==> src/rtl/ssd_pkg.sv <==
// Shared constants for the seven-segment scan path: active-low segment table and off values.
// Latency: n/a (constants and a pure combinational helper).
// Backpressure: n/a.
//
// Segment bit order is {a,b,c,d,e,f,g}; a 0 lights the segment.
package ssd_pkg;

  localparam logic [6:0] SEG_OFF = 7'b1111111;
  localparam logic       DP_OFF  = 1'b1;

  // Entry n is the pattern for hex digit n (entry 0 sits in the low bits).
  localparam logic [15:0][6:0] SEG_TABLE = {
    7'b0111000,  // F
    7'b0110000,  // E
    7'b1000010,  // d
    7'b0110001,  // C
    7'b1100000,  // b
    7'b0001000,  // A
    7'b0000100,  // 9
    7'b0000000,  // 8
    7'b0001111,  // 7
    7'b0100000,  // 6
    7'b0100100,  // 5
    7'b1001100,  // 4
    7'b0000110,  // 3
    7'b0010010,  // 2
    7'b1001111,  // 1
    7'b0000001   // 0
  };

  function automatic logic [6:0] hex_to_seg(input logic [3:0] nib);
    return SEG_TABLE[nib];
  endfunction

endpackage

==> src/rtl/ssd_hex_decode.sv <==
// Combinational hex nibble to active-low seven-segment pattern lookup.
// Latency: 0 cycles (pure combinational).
// Backpressure: none; output follows input.
//
// Ports:
//   nibble    in   4  hex value to display
//   segments  out  7  active-low {a,b,c,d,e,f,g}
module ssd_hex_decode
  import ssd_pkg::*;
(
  input  logic [3:0] nibble,
  output logic [6:0] segments
);

  assign segments = hex_to_seg(nibble);

endmodule

==> src/rtl/ssd_scan_ctrl.sv <==
// Double-buffered multiplexed seven-segment scan controller with frame-synchronous buffer swap.
// Latency: pins are registered, 1 cycle after the digit index advances or a swap; loads show after the next wrap.
// Backpressure: none; load always accepted, last load before a wrap wins.
//
// Ports:
//   clk         in   1             system clock
//   reset       in   1             asynchronous active-low reset
//   load        in   1             strobe, captures digits_in/dp_in/blank_in into the pending buffer
//   digits_in   in   4*NUM_DIGITS  hex nibble per digit, digit 0 in [3:0]
//   dp_in       in   NUM_DIGITS    decimal point per digit, 1 = lit
//   blank_in    in   NUM_DIGITS    1 = digit dark
//   anodes      out  NUM_DIGITS    active-low one-hot digit enables
//   cathodes    out  7             active-low segments {a,b,c,d,e,f,g}
//   dp          out  1             active-low decimal point
//   frame_done  out  1             one-cycle pulse on scan wrap
//   pending     out  1             loaded frame awaiting swap
//
// Build option: SSD_LZ_SUPPRESS_EN enables leading-zero suppression at display time.
module ssd_scan_ctrl
  import ssd_pkg::*;
#(
  parameter int NUM_DIGITS = 8,
  parameter int DIV_BITS   = 17
) (
  input  logic                    clk,
  input  logic                    reset,
  input  logic                    load,
  input  logic [4*NUM_DIGITS-1:0] digits_in,
  input  logic [NUM_DIGITS-1:0]   dp_in,
  input  logic [NUM_DIGITS-1:0]   blank_in,
  output logic [NUM_DIGITS-1:0]   anodes,
  output logic [6:0]              cathodes,
  output logic                    dp,
  output logic                    frame_done,
  output logic                    pending
);

  localparam int                    IDX_W     = $clog2(NUM_DIGITS);
  localparam logic [IDX_W-1:0]      LAST_IDX  = IDX_W'(NUM_DIGITS - 1);
  localparam logic [NUM_DIGITS-1:0] ANODE_ONE = NUM_DIGITS'(1);

  logic [DIV_BITS-1:0]     pre;
  logic [IDX_W-1:0]        idx;
  logic [4*NUM_DIGITS-1:0] act_nib, pnd_nib;
  logic [NUM_DIGITS-1:0]   act_dp, pnd_dp;
  logic [NUM_DIGITS-1:0]   act_blank, pnd_blank;
  logic [NUM_DIGITS-1:0]   lz_mask;
  logic [NUM_DIGITS-1:0]   dark;
  logic [3:0]              sel_nib;
  logic [6:0]              sel_seg;
  logic                    tick;
  logic                    wrap;

  assign tick = &pre;
  assign wrap = tick && (idx == LAST_IDX);

`ifdef SSD_LZ_SUPPRESS_EN
  // Walk down from the top digit; a zero without dp is suppressed only while
  // everything above it is already dark. Digit 0 is never suppressed.
  always_comb begin
    logic higher_dark;
    higher_dark = 1'b1;
    lz_mask     = '0;
    for (int i = NUM_DIGITS - 1; i >= 1; i--) begin
      lz_mask[i]  = higher_dark && (act_nib[4*i +: 4] == 4'h0) && !act_dp[i];
      higher_dark = higher_dark && (act_blank[i] || lz_mask[i]);
    end
  end
`else
  assign lz_mask = '0;
`endif

  assign dark    = act_blank | lz_mask;
  assign sel_nib = act_nib[{idx, 2'b00} +: 4];

  ssd_hex_decode u_hex_decode (
    .nibble   (sel_nib),
    .segments (sel_seg)
  );

  always_ff @(posedge clk or negedge reset) begin
    if (!reset) begin
      pre        <= '0;
      idx        <= '0;
      pending    <= 1'b0;
      frame_done <= 1'b0;
      act_nib    <= '0;
      act_dp     <= '0;
      act_blank  <= '1;
      pnd_nib    <= '0;
      pnd_dp     <= '0;
      pnd_blank  <= '1;
      anodes     <= '1;
      cathodes   <= SEG_OFF;
      dp         <= DP_OFF;
    end else begin
      pre        <= pre + 1'b1;
      frame_done <= wrap;

      if (tick) begin
        idx <= wrap ? '0 : idx + 1'b1;
      end

      // Swap reads the pending buffer before a coincident load overwrites it.
      if (wrap && pending) begin
        act_nib   <= pnd_nib;
        act_dp    <= pnd_dp;
        act_blank <= pnd_blank;
      end

      if (load) begin
        pnd_nib   <= digits_in;
        pnd_dp    <= dp_in;
        pnd_blank <= blank_in;
        pending   <= 1'b1;
      end else if (wrap) begin
        pending   <= 1'b0;
      end

      anodes <= ~(ANODE_ONE << idx);
      if (dark[idx]) begin
        cathodes <= SEG_OFF;
        dp       <= DP_OFF;
      end else begin
        cathodes <= sel_seg;
        dp       <= ~act_dp[idx];
      end
    end
  end

endmodule

==> config.mk <==
export PLATFORM = sky130hd
export DESIGN_NAME = ssd_scan_ctrl
export DESIGN_NICKNAME = d
export VERILOG_FILES = /design/src/rtl/ssd_pkg.sv /design/src/rtl/ssd_hex_decode.sv /design/src/rtl/ssd_scan_ctrl.sv
export SDC_FILE = /design/constraint.sdc
export NUM_CORES = 1
export LEC_CHECK = 0
export CAP_MARGIN = 5
export CORE_AREA = 2 2 110 112
export CTS_CLUSTER_DIAMETER = 30
export CTS_CLUSTER_SIZE = 14
export DETAILED_ROUTE_END_ITERATION = 10
export DIE_AREA = 0 0 112 114
export PLACE_DENSITY_LB_ADDON = 0.2
export SYNTH_ARGS = -nofsm -noshare
export SYNTH_HDL_FRONTEND = slang
export SYNTH_SLANG_ARGS = --single-unit
export TNS_END_PERCENT = 100
==> constraint.sdc <==
create_clock -name clk -period 5.1 [get_ports clk]
set_input_delay 0.765 -clock clk [delete_from_list [all_inputs] [get_ports clk]]
set_output_delay 0.765 -clock clk [all_outputs]
set_load 0.02 [all_outputs]
Word-level counts from Yosys, hierarchy flattened
Memory sizes are Yosys's and may differ from the RTL's.
Cells that the tools add are included.
Storage, ports and cells
  bits in registers: 134
  ROM bits: 112
  input port bits: 51
  output and inout port bits: 18
  memories kept: 1
Operators by class
  add/sub/neg operators: 2
  $lt $le $gt $ge: 2
  eq/ne operators: 1
  shift-type cells: 2
  multiplexer cells: 10
  bitwise logic cells: 2
  reduce and logical (&&, ||, !) cells: 4
Memories
  (no name shown): depth 16, width 7, rd ports 1, clocked after Yosys merged registers in 0, write ports 0, line ssd_pkg.sv:32  | return SEG_TABLE[nib];
Operator list (number)
  $shiftx A32 B6 Y4: 1
  $add A17 B1 Y17 const B: 1
  $reduce_and A17 Y1: 1
  $mux W7: 2
  $not A8 Y8: 1
  $shl A1 B3 Y8 const A: 1
  $bmux W1 S3: 2
  $lt A4 B5 Y1 const B: 1
  $mux W1: 5
  $lt A3 B4 Y1 const B: 1
  $add A3 B1 Y3 const B: 1
  $eq A3 B3 Y1 const B: 1
  $mux W3: 1
  $logic_and A1 B1 Y1: 2
  $reduce_bool A2 Y1: 1
  $not A1 Y1: 1

Logic depth before layout (Yosys ltp)
Gate-level depths: netlist of the first run.
  word-level depth: 4
  mapped depth: 11
  depth with buffers taken out: 9

By module
A second synthesis of the first run with hierarchy kept.
Unflattened totals
  cells, all modules: 382
  area, all modules: 5806.8 um^2
By module, submodules not included
  ssd_scan_ctrl: times used 1, cells an instance 349, area an instance 5537.8 um^2
  ssd_hex_decode: times used 1, cells an instance 33, area an instance 269.0 um^2

Worst setup path before layout of the first run
No wires, ideal clock.
  path type: register to register
  from: register pre[2]
  to: register act_nib[10]
  arrival: 2.191 ns
  data required time: 4.975 ns
  slack: 2.785 ns
  stages on the path, launching flop included: 11
  period minus slack after synthesis: 2.315 ns
  path through: dfrtp_1 and4_1 nand3_1 nor4_1 ha_1 nand2_1 inv_1 nand2_1 buf_2 buf_1 mux2_2
Between the ends
  cells in the longest elaborated chain, start to end: 3
RTL lines
  start, declared: line ssd_scan_ctrl.sv:42  | logic [DIV_BITS-1:0] pre;
  start signal, assigned: line ssd_scan_ctrl.sv:97  | pre <= pre + 1'b1;
  $reduce_and A17 Y1: line ssd_scan_ctrl.sv:54  | assign tick = &pre;
  named net tick: line ssd_scan_ctrl.sv:51  | logic tick;
  $logic_and A1 B1 Y1: line ssd_scan_ctrl.sv:55  | assign wrap = tick && (idx == LAST_IDX);
  named net wrap: line ssd_scan_ctrl.sv:52  | logic wrap;
  $logic_and A1 B1 Y1: line ssd_scan_ctrl.sv:105  | if (wrap && pending) begin
  end signal, assigned: line ssd_scan_ctrl.sv:106  | act_nib <= pnd_nib;
  end, declared: line ssd_scan_ctrl.sv:44  | logic [4*NUM_DIGITS-1:0] act_nib, pnd_nib;
The timed path passes the listed nets, and every way through them passes these cells.
A chain may end at the register's enable or synchronous reset.

Final worst setup path of the first run
  from: register pre[0]
  to: register act_nib[6]
Same word-level chain as after synthesis.

==> impl_table.tex, run 1 <==
\begin{tabular}{lr}
\hline
Metric & Value \\
\hline
\multicolumn{2}{l}{\textbf{Status}} \\
\quad Result of the run & completed \\
\multicolumn{2}{l}{\textbf{Logic synthesis}} \\
\quad Number of flops mapped to enable cells by yosys & 0 \\
\quad Dominant register cell in the synthesized netlist & dfrtp\_1 \\
\quad Mapped Avg Cell Area & 14.9 um2 \\
\quad Count of distinct cell types in the synthesized netlist & 39 \\
\quad Net count of the mapped netlist & 443 \\
\quad Top-area cell type share of the netlist area & between 40 and 50\% \\
\quad Number of cells produced by synthesis & between 300 and 400 \\
\quad Count leader, synth & dfrtp\_1 \\
\quad Number of register bits inferred by synthesis & 134 \\
\quad Post-synth ARST share & 100\% \\
\quad Most numerous cell types in the synthesized netlist & 102 x dfrtp\_1, 99 x mux2\_2, 32 x dfstp\_2 \\
\quad Netlist area before placement & around 5600 um2 \\
\quad Syn. warnings & 0 \\
\quad Largest area contributor in the netlist & dfrtp\_1 \\
\quad Top area cells in the synthesized netlist & dfrtp\_1 45\%, mux2\_2 20\%, dfstp\_2 15\%, mux4\_2 3.6\%, ha\_1 3.1\% \\
\quad Part of the Yosys area used for sequential elements & 60.1\% \\
\multicolumn{2}{l}{\textbf{Clock network}} \\
\quad Sink count of the clock tree & roughly 130 \\
\quad Clock-pin slew of the registers on the worst-case setup and hold paths & around 0.050 ns \\
\quad Number of levels in the clock H-tree & 4 \\
\quad Insertion delay to the later sink of the worst-skew pair & 0.41 ns \\
\quad Total clock buffers created by CTS & 17 \\
\quad Max Root-Sink Buffers & 2 \\
\quad CTS hold repair buffers & 0 \\
\quad Post-CTS setup buffer count & 0 \\
\quad Number of gates resized after cts & 0 \\
\quad Master cell of the clock root buffer & clkbuf\_16 \\
\quad Clock tree from TritonCTS & done \\
\multicolumn{2}{l}{\textbf{Setup path}} \\
\quad Crit path to & act\_nib[6] \\
\quad Kind of cell with the highest combined delay on the critical path & simple AND/OR/NAND/NOR gates \\
\quad Buffer and inverter count on the worst path & 1 \\
\quad Worst flop-to-flop path startpoint & pre[0] \\
\quad Kind of capture point of the worst setup path & flop \\
\quad List of cells traversed by the critical path & ha\_1, nand3\_1, nor4\_1, ha\_1, nand2\_1, inv\_1, nand2\_2, mux2\_2 \\
\quad Worst Path Max Fanout & 48 \\
\quad Timing startpoint of the critical path & pre[0] \\
\quad Most repeated library cell on the critical path & ha\_1 \\
\quad Number of cell instances on the worst register-to-register path & 8 \\
\quad Startpoint types & flop \\
\quad Arrival time of data at the critical path endpoint & about 3.3 ns \\
\quad R2R Setup Slk & 2.06 ns \\
\quad Number of stages on the worst setup path & 8 \\
\quad Worst R2R End & act\_nib[6] \\
\quad Category of the most critical setup path & flop to flop \\
\quad Crit-path max cell delay & 0.62 ns \\
\quad Cell at the slowest stage of the critical path & nand2\_2 \\
\quad Critical path data required time & 5.39 ns \\
\multicolumn{2}{l}{\textbf{Placement}} \\
\quad Final estimated routing congestion in global placement & 0.765 \\
\quad Placement Cell Area & about 6400 um2 \\
\quad Number of port buffers & 68 \\
\quad HPWL after detailed placement & 6440 um \\
\quad Pre-CTS setup slack & 2.12 ns \\
\multicolumn{2}{l}{\textbf{Route}} \\
\quad Via-per-instance ratio & 5.20 \\
\quad Final WL & just under 10000 um \\
\quad DRC violation total after the first TritonRoute iteration & 121 \\
\quad Remaining number of nets flagged by the antenna check after routing & 0 \\
\quad Vias post-DR & around 3200 \\
\quad DRC viols & 0 \\
\quad First-pass DRT Iterations & 4 \\
\quad Average wire per cell in the routed design & 15.9 um \\
\multicolumn{2}{l}{\textbf{Global route}} \\
\quad Largest net degree at the start of global routing & 93 \\
\quad Number of global-route vias before repair & between 3000 and 4000 \\
\quad Total global routing overflow & 0 \\
\quad Global-route total usage across every layer & 17.1\% \\
\quad Initial antenna violation count & 0 \\
\quad First-pass GRT wire length & 16800 um \\
\multicolumn{2}{l}{\textbf{Finish}} \\
\quad Area grow syn2layout & 24.6\% \\
\quad Filler instances & 926 \\
\quad End-of-flow core utilization & 60.0\% \\
\quad Antenna Cells & 0 \\
\quad Number of nets in the finished design & 516 \\
\quad Post-route cell area & 7030 um2 \\
\quad Layout cell share with drive strength beyond 1 & 39.0\% \\
\multicolumn{2}{l}{\textbf{Hold path}} \\
\quad Path class of the lowest-slack min-delay path & flop to flop \\
\multicolumn{2}{l}{\textbf{STA}} \\
\quad Post-route fraction of the period consumed by the critical path & between 50\% and 60\% \\
\quad Final worst slack & 2.06 ns \\
\quad Post-route clock skew & 0.00908 ns \\
\quad Setup TNS Final & 0 ns \\
\quad Achievable frequency & around 0.33 GHz \\
\quad Rel. slew slack & 24.7\% \\
\quad Tightest Pin Transition & 1.13 ns \\
\quad Final max-slew violation count & 0 \\
\quad Min Tclk post-route & 3.04 ns \\
\quad Number of failing setup endpoints in the final timing report & 0 \\
\quad Setup repair after global routing missed its margin & no \\
\quad Final hold vios & 0 \\
\multicolumn{2}{l}{\textbf{Pwr}} \\
\quad Total power after layout & 2470 uW \\
\quad Largest voltage drop on the vdd net & 0.351 mV \\
\quad Leak & 0.00310 uW \\
\quad Ratio of total power to cell area & 351 nW/um2 \\
\multicolumn{2}{l}{\textbf{Die}} \\
\quad Number of top-level pins & 69 \\
\quad Die height & 114 um \\
\quad Width of the die & 112 um \\
\quad Area of the core region & 11700 um2 \\
\quad DIE AREA & 12800 um2 \\
\quad Starting utilization of the core area & 48.2\% \\
\quad Row count & 40 \\
\multicolumn{2}{l}{\textbf{Run}} \\
\quad Max-cap violation count & 0 \\
\hline
\end{tabular}
[layout by cell type, fill, tap and decap left out, types with 7 or more instances in the layout]
master and n:
clkdlybuf4s50_1 66, nand3_1 13, ha_1 14, mux2_2 99
dfrtp_1 102, xnor2_1 10, nand2_1 19, mux4_2 9
inv_1 11, mux2i_1 7, clkbuf_16 17, dfstp_2 32
[worst register-to-register path, stage by stage (launching register included)]
cell     delay [ns]
dfrtp_1        0.42
ha_1           0.30
nand3_1        0.10
nor4_1         0.37
ha_1           0.34
nand2_1        0.10
inv_1          0.09
nand2_2        0.62
mux2_2         0.57
[worst min-delay path by stage]
stage	start	to	slack, ns	depth (start not counted)
6_report	pre[5]	pre[5]	0.47	1
5_1_grt	pre[5]	pre[5]	0.49	1
3_3_place_gp	pre[10]	pre[10]	0.46	1
2_1_floorplan	pre[5]	pre[5]	0.44	1
4_1_cts	pre[5]	pre[5]	0.47	1
3_5_place_dp	pre[10]	pre[10]	0.46	1
[kinds of logic (layout without fill, tap and decap cells)]
logic type / after synthesis / count (layout) / share of synthesized area (%)
adders and majority gates: 14 / 14 / 3.10
muxes: 118 / 118 / 25.5
AOI/OAI and AO/OA: 17 / 17 / 2.11
and+or+nand+nor: 52 / 52 / 4.39
DFF: 134 / 134 / 60.1
buffers and inverters: 28 / 114 / 2.44
xor gates and xnor gates: 15 / 15 / 2.33
[registers in the layout (all words and copies together) (netlist names), 3 cells and up]
| name | cells |
|---|---|
| pnd_dp | 8 |
| idx | 3 |
| act_nib | 32 |
| anodes | 8 |
| pnd_blank | 8 |
| act_dp | 8 |
| cathodes | 7 |
| act_blank | 8 |
| pre | 17 |
| pnd_nib | 32 |
[layer usage]
metal	vias to the layer above	GRT usage [%]	share of wire [%]
li1	1488	-	-
met1	1607	22.2	46
met2	74	26.5	48
met3	9	5.95	5.3
met4	0	7.07	1.0
met5	-	0	0
[area by class of cell]
| cell class | instances | area, um2 | area share [%] |
|---|---|---|---|
| multi-input combinational | 216 | 2120 | 30.1 |
| inverter | 13 | 53.8 | 0.765 |
| timing repair buffer | 69 | 681 | 9.68 |
| clock buffer | 23 | 478 | 6.80 |
| tap | 147 | 184 | 2.62 |
| sequential | 134 | 3390 | 48.3 |
| clock inverter | 9 | 125 | 1.78 |
[through the flow]
| stage | hold WS [ns] | cells |
|---|---|---|
| 2_1_floorplan | 0.438 | 378 |
| 3_3_place_gp | 0.456 | 579 |
| 3_5_place_dp | 0.457 | 579 |
| 4_1_cts | 0.470 | 611 |
| 5_1_grt | 0.488 | 611 |
| 6_report | 0.467 | 611 |
[power by group]
group          internal (uW)  switching, uW  leakage [uW]  total [uW]
combinational           67.1           40.2       0.00116         107
sequential              1110           23.1       0.00165        1130
clock                    803            424      0.000293        1230
Power figures use the tool's default switching activity.
==> run 2, diff against run 1 <==
==> constraint.sdc (replaced) <==
create_clock -name clk -period 3 [get_ports clk]
set_input_delay 0.45 -clock clk [delete_from_list [all_inputs] [get_ports clk]]
set_output_delay 0.45 -clock clk [all_outputs]
set_load 0.02 [all_outputs]
==> run 2 against run 1 <==
  * Maximum frequency rose by 13%
  * First-iteration DRC count is 17% higher
  * Register-to-register slack worse by 1.8 ns
  * Sequential power is 70% higher
  * Power rose by 73%
  * Clock power increased by 75%
  * Highest routed layer unchanged
==> impl_table.tex, run 2 (same netlist as run 1, synthesis figures left out) <==
\begin{tabular}{lr}
\hline
Metric & Value \\
\hline
\multicolumn{2}{l}{\textbf{Finish}} \\
\quad Area grow syn2layout & 26.3\% (was 24.6\%) \\
\quad Number of nets in the finished design & 524 (was 516) \\
\quad Biggest registers after layout & act\_nib x32, pnd\_nib x32, pre x17 (unchanged) \\
\quad Commonest non-fill, non-tap cell in the layout & dfrtp\_1 (unchanged) \\
\quad Antenna Cells & 0 (unchanged) \\
\quad Commonest cells after routing, fill and taps aside & 102 x dfrtp\_1, 99 x mux2\_2, 66 x clkdlybuf4s50\_1 (unchanged) \\
\quad Post-route non-filler standard cell count & 619 (was 611) \\
\quad Layout cell share with drive strength beyond 1 & 40.0\% (was 39.0\%) \\
\quad Filler instances & 932 (was 926) \\
\multicolumn{2}{l}{\textbf{Clock network}} \\
\quad CTS hold repair buffers & 1 (was 0) \\
\quad Sink count of the clock tree & 134 (unchanged) \\
\quad Number of levels in the clock H-tree & 4 (unchanged) \\
\quad Clock tree from TritonCTS & done (unchanged) \\
\quad Insertion delay to the later sink of the worst-skew pair & 0.42 ns (was 0.41 ns) \\
\quad Number of gates resized after cts & 0 (unchanged) \\
\quad Post-CTS setup buffer count & 0 (unchanged) \\
\quad Total clock buffers created by CTS & 17 (unchanged) \\
\quad Master cell of the clock root buffer & clkbuf\_16 (unchanged) \\
\quad Clock-pin slew of the registers on the worst-case setup and hold paths & 0.06 ns (was 0.05 ns) \\
\quad Max Root-Sink Buffers & 2 (unchanged) \\
\multicolumn{2}{l}{\textbf{Pwr}} \\
\quad Leak & 0.00315 uW (was 0.00310 uW) \\
\quad Ratio of total power to cell area & 597 nW/um2 (was 351 nW/um2) \\
\quad Clock power share & 50.4\% (was 49.8\%) \\
\quad Switching share of power & 20.4\% (was 19.8\%) \\
\quad Largest voltage drop on the vdd net & 0.529 mV (was 0.351 mV) \\
\quad Internal cell power & 3390 uW (was 1980 uW) \\
\quad Portion of total power attributed to sequential cells & 45.1\% (was 45.9\%) \\
\quad Net switching power figure & 868 uW (was 487 uW) \\
\quad Combinational share of power & 4.4\% (about the same) \\
\multicolumn{2}{l}{\textbf{Global route}} \\
\quad Total global routing overflow & 0 (unchanged) \\
\quad Initial antenna violation count & 0 (unchanged) \\
\quad Met2 Resource Use GR & 27.6\% (was 26.5\%) \\
\quad Met1 track demand over resource in global routing & 22.4\% (was 22.2\%) \\
\quad Largest net degree at the start of global routing & 72 (was 93) \\
\quad GR Util met3 & 5.26\% (was 5.95\%) \\
\quad Global-route total usage across every layer & 17.4\% (was 17.1\%) \\
\quad GRT busiest layer & met2 (unchanged) \\
\quad Number of global-route vias before repair & 3407 (was 3344) \\
\quad First-pass GRT wire length & 16900 um (was 16800 um) \\
\multicolumn{2}{l}{\textbf{Route}} \\
\quad Remaining number of nets flagged by the antenna check after routing & 0 (unchanged) \\
\quad Average wire per cell in the routed design & 16.1 um (was 15.9 um) \\
\quad Final WL & 9950 um (was 9700 um) \\
\quad First-pass DRT Iterations & 4 (unchanged) \\
\quad Vias post-DR & 3249 (was 3178) \\
\quad DRC violation total after the first TritonRoute iteration & 142 (was 121) \\
\quad Via-per-instance ratio & 5.25 (was 5.20) \\
\quad DRC viols & 0 (unchanged) \\
\multicolumn{2}{l}{\textbf{Die}} \\
\quad DIE AREA & 12800 um2 (unchanged) \\
\quad Die height & 114 um (unchanged) \\
\quad Area of the core region & 11700 um2 (unchanged) \\
\quad Row count & 40 (unchanged) \\
\quad Starting utilization of the core area & 48.2\% (unchanged) \\
\quad Number of top-level pins & 69 (unchanged) \\
\quad Width of the die & 112 um (unchanged) \\
\multicolumn{2}{l}{\textbf{STA}} \\
\quad Achievable frequency & 0.372 GHz (was 0.329 GHz) \\
\quad Rel. slew slack & 50.9\% (was 24.7\%) \\
\quad Min Tclk post-route & 2.69 ns (was 3.04 ns) \\
\quad Final hold vios & 0 (unchanged) \\
\quad Setup repair after global routing missed its margin & no (unchanged) \\
\quad Post-route clock skew & 0.00893 ns (was 0.00908 ns) \\
\quad Number of failing setup endpoints in the final timing report & 0 (unchanged) \\
\quad Post-route fraction of the period consumed by the critical path & 89.7\% (was 59.6\%) \\
\quad Final max-slew violation count & 0 (unchanged) \\
\quad Setup TNS Final & 0 ns (unchanged) \\
\quad Tightest Pin Transition & 0.737 ns (was 1.13 ns) \\
\multicolumn{2}{l}{\textbf{Setup path}} \\
\quad Timing startpoint of the critical path & pre[2] (was pre[0]) \\
\quad Worst flop-to-flop path startpoint & pre[2] (was pre[0]) \\
\quad R2R Setup Slk & 0.31 ns (was 2.06 ns) \\
\quad Number of stages on the worst setup path & 9 (was 8) \\
\quad Worst R2R End & act\_nib[31] (was act\_nib[6]) \\
\quad Crit-path max cell delay & 0.40 ns (was 0.62 ns) \\
\quad Crit path to & act\_nib[31] (was act\_nib[6]) \\
\quad Worst Path Max Fanout & 32 (was 48) \\
\quad Kind of capture point of the worst setup path & flop (unchanged) \\
\quad Arrival time of data at the critical path endpoint & 2.99 ns (was 3.33 ns) \\
\quad Buffer and inverter count on the worst path & 2 (was 1) \\
\quad Kind of cell with the highest combined delay on the critical path & simple AND/OR/NAND/NOR gates (unchanged) \\
\quad List of cells traversed by the critical path & and4\_1, nand3\_1, nor4\_1, ha\_1, nand2\_1, inv\_1, nand2\_2, buf\_12, mux2\_2 (was ha\_1, nand3\_1, nor4\_1, ha\_1, nand2\_1, inv\_1, nand2\_2, mux2\_2) \\
\quad Number of cell instances on the worst register-to-register path & 9 (was 8) \\
\quad Critical path data required time & 3.30 ns (was 5.39 ns) \\
\quad Cell at the slowest stage of the critical path & dfrtp\_1 (was nand2\_2) \\
\quad Startpoint types & flop (unchanged) \\
\quad Category of the most critical setup path & flop to flop (unchanged) \\
\multicolumn{2}{l}{\textbf{Placement}} \\
\quad Number of port buffers & 68 (unchanged) \\
\quad HPWL after detailed placement & 6770 um (was 6440 um) \\
\quad Total placed cells including tap cells & 586 (was 579) \\
\quad Final estimated routing congestion in global placement & 0.785 (was 0.765) \\
\multicolumn{2}{l}{\textbf{Run}} \\
\quad Max-cap violation count & 0 (unchanged) \\
\multicolumn{2}{l}{\textbf{Hold path}} \\
\quad Path class of the lowest-slack min-delay path & flop to flop (unchanged) \\
\multicolumn{2}{l}{\textbf{Status}} \\
\quad Result of the run & completed (unchanged) \\
\hline
\end{tabular}
[run 2: cell types whose count changed in the layout (fill, tap and decap cells not counted), sizes merged]
cell         delta
bufinv          +1
buf             +7
clkinvlp        +1
inv             +1
clkinv          +1
clkbuf          -4
dlygate4sd3     +1
[run 2: worst reg2reg max path, delay by kind of cell, from the launching register on]
family                   cells  cell delay [ns]
multiplexers                 1             0.31
AND/OR/NAND/NOR              5             1.14
buffers and inverters        2             0.38
flip-flops                   1             0.40
adder cells (fa/ha/maj)      1             0.35
[run 2: power groups by stage]
stage / Combinational, uW / Sequential (uW) / Clock (uW)
2_1_floorplan: 78.6 / 1930 / 0
3_3_place_gp: 187 / 1950 / 0
3_5_place_dp: 193 / 1950 / 0
4_1_cts: 195 / 1920 / 2190
5_1_grt: 211 / 1930 / 2280
6_report: 189 / 1920 / 2150
[run 2: through the flow]
step	setup slack [ns]	hold WS (ns)	cell area, um2	power (uW)	util [%]
6_report	0.309	0.475	7130	4260	60.9
5_1_grt	0.0849	0.490	7130	4420	60.9
4_1_cts	0.297	0.474	7130	4310	60.9
3_5_place_dp	0.324	0.417	6500	2150	55.5
3_3_place_gp	0.424	0.409	6500	2140	55.5
2_1_floorplan	0.685	0.154	5640	2010	-
[run 2: routing by layer]
layer  share of wire, %  vias to the layer above
met5                  0                        -
met4                1.6                        0
met3                5.2                       14
met2                 48                       73
met1                 45                     1660
li1                   -                     1502
[run 2: cell type report]
| class | count | area [um2] | area share (%) |
|---|---|---|---|
| inverters | 13 | 53.8 | 0.755 |
| clock buffers | 19 | 433 | 6.07 |
| well taps | 147 | 184 | 2.58 |
| repair buffers | 77 | 768 | 10.8 |
| flip-flops and latches | 134 | 3390 | 47.6 |
| clock inverters | 13 | 180 | 2.53 |
| multi-input cells | 216 | 2120 | 29.7 |
[run 2: worst min-delay path by stage]
stage                     startpoint         to  depth (start not counted)
after floorplan                reset  act_dp[0]                          0
after global placement         reset  pnd_dp[0]                          1
after detailed placement       reset  pnd_dp[3]                          1
after CTS                    pre[10]    pre[10]                          1
after global routing         pre[10]    pre[10]                          1
final                        pre[10]    pre[10]                          1
